File: src/rtl/sg_pkg.sv
// Shared types for the sliding-window front end and its smoother.
// State encoding, sample width and default window depth.
package sg_pkg;

  localparam int SG_DATA_W      = 32;
  localparam int SG_WINDOW_SIZE = 7;

  typedef logic signed [SG_DATA_W-1:0] sample_t;

  typedef enum logic [1:0] {
    EMPTY   = 2'd0,
    FILLING = 2'd1,
    STREAM  = 2'd2
  } sg_state_t;

endpackage

File: src/rtl/sg_window_buffer.sv
// Sliding window shift register with valid/ready on both sides.
// Emits one full window per accepted sample once primed.
module sg_window_buffer
  import sg_pkg::*;
#(
  parameter int WINDOW_SIZE = SG_WINDOW_SIZE,
  parameter int DATA_W      = SG_DATA_W
) (
  input  logic                          clk,
  input  logic                          rst_n,
  input  logic                          clear,
  input  logic                          s_valid,
  output logic                          s_ready,
  input  logic [DATA_W-1:0]             s_data,
  output logic                          m_valid,
  input  logic                          m_ready,
  output logic [WINDOW_SIZE*DATA_W-1:0] data_window,
  output logic [7:0]                    fill_count,
  output logic [15:0]                   window_count
);

  localparam logic [7:0] LAST = 8'(WINDOW_SIZE - 1);
  localparam logic [7:0] FULL = 8'(WINDOW_SIZE);

  sg_state_t         state_q, state_d;
  logic [7:0]        fill_q, fill_d;
  logic [15:0]       wcnt_q, wcnt_d;
  logic              mv_q, mv_d;
  logic [DATA_W-1:0] win_q [WINDOW_SIZE];
  logic [DATA_W-1:0] win_d [WINDOW_SIZE];

  logic accept;
  logic handoff;

  assign s_ready = !mv_q || m_ready;
  assign accept  = s_valid && s_ready;
  assign handoff = mv_q && m_ready;

  // Next-state: clear wins, else shift on accept and count handoffs
  always_comb begin
    state_d = state_q;
    fill_d  = fill_q;
    wcnt_d  = wcnt_q;
    mv_d    = mv_q;
    for (int k = 0; k < WINDOW_SIZE; k++) begin
      win_d[k] = win_q[k];
    end
    if (clear) begin
      state_d = EMPTY;
      fill_d  = 8'd0;
      wcnt_d  = 16'd0;
      mv_d    = 1'b0;
      for (int k = 0; k < WINDOW_SIZE; k++) begin
        win_d[k] = '0;
      end
    end else begin
      if (handoff) begin
        wcnt_d = wcnt_q + 16'd1;
        mv_d   = 1'b0;
      end
      if (accept) begin
        for (int k = 0; k < WINDOW_SIZE - 1; k++) begin
          win_d[k] = win_q[k+1];
        end
        win_d[WINDOW_SIZE-1] = s_data;
        unique case (state_q)
          EMPTY: begin
            fill_d  = 8'd1;
            state_d = FILLING;
          end
          FILLING: begin
            fill_d = fill_q + 8'd1;
            if (fill_q == LAST) begin
              state_d = STREAM;
              mv_d    = 1'b1;
            end
          end
          STREAM: begin
            fill_d = FULL;
            mv_d   = 1'b1;
          end
          default: begin
            state_d = EMPTY;
            fill_d  = 8'd0;
          end
        endcase
      end
    end
  end

  // State register with immediate asynchronous flush
  always_ff @(posedge clk or negedge rst_n) begin
    if (!rst_n) begin
      state_q <= EMPTY;
      fill_q  <= 8'd0;
      wcnt_q  <= 16'd0;
      mv_q    <= 1'b0;
      for (int k = 0; k < WINDOW_SIZE; k++) begin
        win_q[k] <= '0;
      end
    end else begin
      state_q <= state_d;
      fill_q  <= fill_d;
      wcnt_q  <= wcnt_d;
      mv_q    <= mv_d;
      for (int k = 0; k < WINDOW_SIZE; k++) begin
        win_q[k] <= win_d[k];
      end
    end
  end

  for (genvar g = 0; g < WINDOW_SIZE; g++) begin : g_pack
    assign data_window[g*DATA_W +: DATA_W] = win_q[g];
  end

  assign m_valid      = mv_q;
  assign fill_count   = fill_q;
  assign window_count = wcnt_q;

endmodule

File: config.mk
export PLATFORM = sky130hd
export DESIGN_NAME = sg_window_buffer
export DESIGN_NICKNAME = d
export VERILOG_FILES = /design/src/rtl/sg_pkg.sv /design/src/rtl/sg_window_buffer.sv
export SDC_FILE = /design/constraint.sdc
export NUM_CORES = 1
export LEC_CHECK = 0
export CAP_MARGIN = 30
export CORE_ASPECT_RATIO = 1.25
export CORE_UTILIZATION = 23
export CTS_BUF_LIST = sky130_fd_sc_hd__clkbuf_8
export CTS_CLUSTER_DIAMETER = 40
export DETAILED_ROUTE_END_ITERATION = 8
export PLACE_DENSITY = 0.45
export SYNTH_ARGS = -nofsm -noshare
export SYNTH_HDL_FRONTEND = slang
export SYNTH_SLANG_ARGS = --single-unit
File: constraint.sdc
create_clock -name clk -period 3.9 [get_ports clk]
set_clock_uncertainty 0.1 [all_clocks]
set_input_delay 0.39 -clock clk [delete_from_list [all_inputs] [get_ports clk]]
set_output_delay 0.39 -clock clk [all_outputs]
set_load 0.005 [all_outputs]
==> results of run 1 <==
stage by stage:
| step | setup slack (ns) | total power [W] | hold WS (ns) | utilization | cell area [µm²] |
|---|---|---|---|---|---|
| 3_5_place_dp | 1.21 | 0.00317 | 0.310 | 0.311 | 13700 |
| 5_1_grt | 1.37 | 0.00606 | 0.114 | 0.333 | 14700 |
| 2_1_floorplan | 1.97 | 0.00291 | -0.00559 | - | 10300 |
| 6_report | 1.49 | 0.00580 | 0.116 | 0.333 | 14700 |
| 4_1_cts | 1.42 | 0.00592 | 0.0902 | 0.333 | 14700 |
| 3_3_place_gp | 1.24 | 0.00317 | 0.317 | 0.311 | 13700 |
synth_stat cells, drive strengths merged, types with 2 or more instances:
| cell type | count | area share |
|---|---|---|
| nand2 | 459 | 0.17 |
| dfrtp | 251 | 0.61 |
| a21oi | 233 | 0.11 |
| clkbuf | 48 | 0.018 |
| buf | 32 | 0.015 |
| nor2 | 14 | 0.0051 |
| nand2b | 10 | 0.0061 |
| xor2 | 10 | 0.0085 |
| nand4 | 9 | 0.0055 |
| ha | 8 | 0.0097 |
| nand3 | 8 | 0.0039 |
| o21ai | 7 | 0.0034 |
| inv | 6 | 0.0022 |
| or3 | 6 | 0.0038 |
| or4 | 4 | 0.0033 |
| a21boi | 3 | 0.0022 |
| and3 | 3 | 0.0019 |
| and4 | 3 | 0.0026 |
| nor3 | 3 | 0.0015 |
| nor4 | 3 | 0.0018 |
| mux2i | 2 | 0.0019 |
| o211ai | 2 | 0.0015 |
| o22ai | 2 | 0.0012 |
| o31ai | 2 | 0.0015 |
flip-flops by register name, summed over array words and instances (netlist names):
signal	cells
state_q	2
fill_count	8
m_valid	1
window_count	16
data_window	224
cell families after synthesis:
logic type | after synthesis | share of synthesized area
and+or+nand+nor | 526 | 0.206
buffers and inverters | 86 | 0.0348
muxes | 2 | 0.00195
adders and majority gates | 8 | 0.00975
AOI/OAI and AO/OA | 253 | 0.126
DFF | 251 | 0.612
xor gates and xnor gates | 11 | 0.00938
critical path: cells and delay by family (launching register included):
family	cells	cell delay (ns)
and+or+nand+nor	1	0.28
DFF	1	0.47
buffers and inverters	1	0.60
routing by layer:
metal  wire length, µm  vias up  GRT usage
li1                  -     4275          -
met2             16400      245      0.238
met3              2090       58     0.0372
met1             15000     4156      0.193
met4               859        0     0.0509
met5                 0        -          0
path summary, 6_finish.rpt:
check | endpoint | cells past startpoint
max | s_ready | 2
min | data_window[48] | 2
max reg2reg | state_q[0] | 6
min reg2reg | data_window[5] | 2
max in group asynchronous | data_window[104] | 3
min in group asynchronous | data_window[26] | 2
power by group:
group          switching (W)  internal (W)
sequential         0.0000418       0.00265
combinational       0.000264      0.000160
clock                0.00115       0.00154
area by class of cell:
cell class,count,area [µm²],share of cell area
Clock buffer,55,757,0.0515
Multi-Input combinational cell,800,3640,0.248
Timing Repair Buffer,299,3060,0.208
Sequential cell,251,6280,0.428
Tap cell,572,716,0.0487
Inverter,6,22.5,0.00153
Antenna cell,1,2.50,0.000170
Clock inverter,25,208,0.0141
==> impl_metrics.env, run 1 <==
export IMPL_worst_pin_slew_ns=0.848
export IMPL_slew_headroom=0.434
export IMPL_num_vias=8734
export IMPL_synth_nets=1182
export IMPL_cp_slowest_cell="clkdlybuf4s50_1"
export IMPL_power_density_nw_per_um2=395
export IMPL_worstSetupEndpointType="primary output"
export IMPL_async_flop_share=1.00
export IMPL_io_buffers=286
export IMPL_dr_pass1_iters=5
export IMPL_vias_per_cell=4.35
export IMPL_num_rows=86
export IMPL_irDropWorstVdd_mv=0.206
export IMPL_post_cts_resized=0
export IMPL_cpPeakStageDelay_ns=0.60
export IMPL_yosysWarnings=0
export IMPL_path_clk_slew_ns=0.06
export IMPL_grt_pass1_wl_um=52600
export IMPL_antenna_found_initial=1
export IMPL_ant_nets=0
export IMPL_synth_cells=1137
export IMPL_hp_class="primary input to flop"
export IMPL_hold_viol_final=0
export IMPL_cts_buffers=48
export IMPL_final_common_cell="nand2_1"
export IMPL_cts_sinks=251
export IMPL_place_gp_congestion=0.738
export IMPL_drive_above_1_share=0.0592
export IMPL_cts_tree="built"
export IMPL_critPathKind="flop to primary output"
export IMPL_wire_per_inst_um=17.1
export IMPL_cts_setup_buffers=0
export IMPL_synth_edff_count=0
export IMPL_setup_viol=0
export IMPL_core_um2=44100
export IMPL_start_util=0.233
export IMPL_finalCriticalPeriod_ns=2.41
export IMPL_startpoint_type="flop"
export IMPL_syn_to_final_growth_pct=43.0
export IMPL_post_route_period_util=0.619
export IMPL_drt_iter0_markers=444
export IMPL_ioPinCount=287
export IMPL_critPathRequiredTime_ns=3.41
export IMPL_fmax_mhz=414
export IMPL_outcome="completed"
export IMPL_r2r_setup_slack_ns=1.66
export IMPL_grt_max_degree=140
export IMPL_grt_pass1_vias=8577
export IMPL_min_from="clear"
export IMPL_hpwl_um=21900
export IMPL_ys_types=37
export IMPL_maxCapViolCount=0
export IMPL_critical_path_peak_fanout=9
export IMPL_synth_ff_type="dfrtp_1"
export IMPL_cp_arrival_ns=1.92
export IMPL_synth_seq_cells=251
export IMPL_stdcell_count=2009
export IMPL_rr_startpoint="fill_count[0]"
export IMPL_ys_seq_area_frac=0.612
export IMPL_die_y_um=238
export IMPL_rsz0062_at_grt="false"
export IMPL_cts_root_buf="clkbuf_8"
export IMPL_grt_use_total=0.149
export IMPL_cts_max_path_buffers=3
export IMPL_nets=1451
export IMPL_layout_common_cells="nand2_1, clkdlybuf4s50_1, dfrtp_1, a21oi_1, clkbuf_8"
export IMPL_drt_total_wl_um=34300
export IMPL_die_w_um=191
export IMPL_drc=0
export IMPL_avgSynthCellArea_um2=9.03
export IMPL_p_leak_nw=5.92
export IMPL_clock_latency_ns=0.57
export IMPL_cp_cell_sequence="nand2b_1 -> clkdlybuf4s50_1"
export IMPL_slew_violations=0
export IMPL_fill_cells=4679
export IMPL_h_tree_depth=2
export IMPL_syn_cell_area_um2=10300
export IMPL_final_setup_tns_ns=0
export IMPL_grt_ovfl_total=0
export IMPL_die_area_um2=45500
export IMPL_ctsHoldBuffers=1
export IMPL_dp_cells=1927
export IMPL_crit_start="m_valid"
(Power assumes the default switching activity.)
==> run 2, diff against run 1 <==
==> constraint.sdc (replaced) <==
create_clock -name clk -period 2.34 [get_ports clk]
set_clock_uncertainty 0.1 [all_clocks]
set_input_delay 0.234 -clock clk [delete_from_list [all_inputs] [get_ports clk]]
set_output_delay 0.234 -clock clk [all_outputs]
set_load 0.005 [all_outputs]
==> run 2 against run 1 <==
Net effect: die area stayed put; first-iteration DRC count is 6.5% lower; non-clock buffer count is 30 higher; worst setup slack worse by 1.3 ns; via count is 0.77% higher; core utilization is 0.94 points higher; sequential cell count stayed put; power is 68% higher; highest routed layer unchanged.
==> impl_metrics.env, run 2 (synthesized netlist as in run 1, its figures left out) <==
export IMPL_p_leak_nw=6.13
export IMPL_dr_pass1_iters=4
export IMPL_post_route_period_util=0.932
export IMPL_hold_slack_ns=0.0562
export IMPL_cts_sinks=251
export IMPL_slew_headroom=0.495
export IMPL_stdcell_count=2044
export IMPL_drt_iter0_markers=415
export IMPL_ioPinCount=287
export IMPL_internal_power_w=0.00728
export IMPL_dp_cells=1956
export IMPL_layout_common_cells="nand2_1, clkdlybuf4s50_1, dfrtp_1, a21oi_1, clkbuf_8"
export IMPL_gr_usage_met3=0.0382
export IMPL_worstSetupEndpointType="primary output"
export IMPL_worst_pin_slew_ns=0.758
export IMPL_p_seq_frac=0.459
export IMPL_critPathRequiredTime_ns=2.01
export IMPL_critical_path_buf_inv_count=2
export IMPL_core_um2=44100
export IMPL_grt_pass1_vias=8857
export IMPL_met2_usage=0.240
export IMPL_num_rows=86
export IMPL_critical_path_peak_fanout=9
export IMPL_cts_max_path_buffers=3
export IMPL_power_switching_w=0.00248
export IMPL_grt_use_total=0.149
export IMPL_drc=0
export IMPL_startpoint_type="flop"
export IMPL_io_buffers=286
export IMPL_irDropWorstVdd_mv=0.306
export IMPL_rr_startpoint="fill_count[0]"
export IMPL_nets=1481
export IMPL_final_common_cell="nand2_1"
export IMPL_start_util=0.233
export IMPL_vias_per_cell=4.31
export IMPL_die_area_um2=45500
export IMPL_hold_viol_final=0
export IMPL_cpPeakStageDelay_ns=0.50
export IMPL_combPwrFrac=0.079
export IMPL_power_density_nw_per_um2=646
export IMPL_cp_cell_sequence="nand2b_4 -> buf_4 -> clkdlybuf4s50_1"
export IMPL_grt_busiest_layer="met2"
export IMPL_cp_arrival_ns=1.85
export IMPL_fin_area_um2=15100
export IMPL_finalCriticalPeriod_ns=2.18
export IMPL_grt_ovfl_total=0
export IMPL_rsz0062_at_grt="false"
export IMPL_outcome="completed"
export IMPL_ant_nets=0
export IMPL_num_vias=8801
export IMPL_cts_root_buf="clkbuf_8"
export IMPL_die_y_um=238
export IMPL_setup_viol=0
export IMPL_cp_top_family="buffers and inverters"
export IMPL_syn_to_final_growth_pct=47.0
export IMPL_cts_tree="built"
export IMPL_antenna_found_initial=1
export IMPL_clock_latency_ns=0.58
export IMPL_pwr_share_clk=0.462
export IMPL_crit_start="m_valid"
export IMPL_h_tree_depth=2
export IMPL_drive_above_1_share=0.0850
export IMPL_final_util=0.342
export IMPL_path_clk_slew_ns=0.07
export IMPL_cts_setup_buffers=0
export IMPL_fill_cells=4658
export IMPL_hpwl_um=23200
export IMPL_grt_max_degree=97
export IMPL_final_setup_tns_ns=0
export IMPL_met1_usage=0.193
export IMPL_placed_cell_area_um2=14100
export IMPL_cts_buffers=48
export IMPL_critPathKind="flop to primary output"
export IMPL_slew_violations=0
export IMPL_sw_frac_of_total=0.255
export IMPL_largest_register_ffs=224
export IMPL_drt_total_wl_um=34300
export IMPL_cp_slowest_cell="dfrtp_1"
export IMPL_hp_class="primary input to async pin"
export IMPL_grt_pass1_wl_um=52900
export IMPL_maxCapViolCount=0
export IMPL_fmax_mhz=458
export IMPL_place_gp_congestion=0.786
export IMPL_die_w_um=191
export IMPL_wire_per_inst_um=16.8
[run 2: stage by stage]
stage / power [W] / worst slack [ns]
after floorplan: 0.00485 / 0.411
after global placement: 0.00535 / 0.184
after detailed placement: 0.00535 / 0.153
after CTS: 0.00999 / 0.0899
after global routing: 0.0102 / 0.0645
final: 0.00976 / 0.158
[run 2: path summary, 6_finish.rpt]
check | end | slack, ns | cells past startpoint
worst min-delay path | data_window[124] | 0.06 | 2
max in group asynchronous | window_count[14] | 1.33 | 3
min in group clk | data_window[214] | 0.09 | 3
worst min register to register | data_window[18] | 0.42 | 2
worst max register to register | state_q[1] | 0.26 | 6
worst max-delay path | s_ready | 0.16 | 3
[run 2: layout make-up]
type / instances / area, µm² / area share
clock inverters: 25 / 180 / 0.0119
flip-flops and latches: 251 / 6280 / 0.416
well taps: 572 / 716 / 0.0474
inverters: 6 / 22.5 / 0.00149
diodes: 1 / 2.50 / 0.000166
repair buffers: 329 / 3420 / 0.227
clock buffers: 60 / 826 / 0.0547
multi-input cells: 800 / 3650 / 0.242
[run 2: power groups by stage]
| stage | Clock, W | Combinational [W] | Sequential [W] |
|---|---|---|---|
| 6_report | 0.00451 | 0.000776 | 0.00448 |
| 5_1_grt | 0.00486 | 0.000860 | 0.00449 |
| 4_1_cts | 0.00471 | 0.000798 | 0.00448 |
| 3_5_place_dp | 0 | 0.000792 | 0.00456 |
| 3_3_place_gp | 0 | 0.000792 | 0.00456 |
| 2_1_floorplan | 0 | 0.000306 | 0.00455 |
[run 2: repair_timing]
action | 4_1_cts | 5_1_grt
endpoints found under the hold margin | 278 | 0
hold buffers | 2 | 0
setup endpoints to repair | 1 | 0
resized for setup | 1 | 0
[run 2: per-layer routing]
metal / wire [µm] / vias up
met3: 1990 / 62
li1: - / 4325
met1: 15200 / 4192
met2: 16300 / 222
met5: 0 / -
met4: 879 / 0
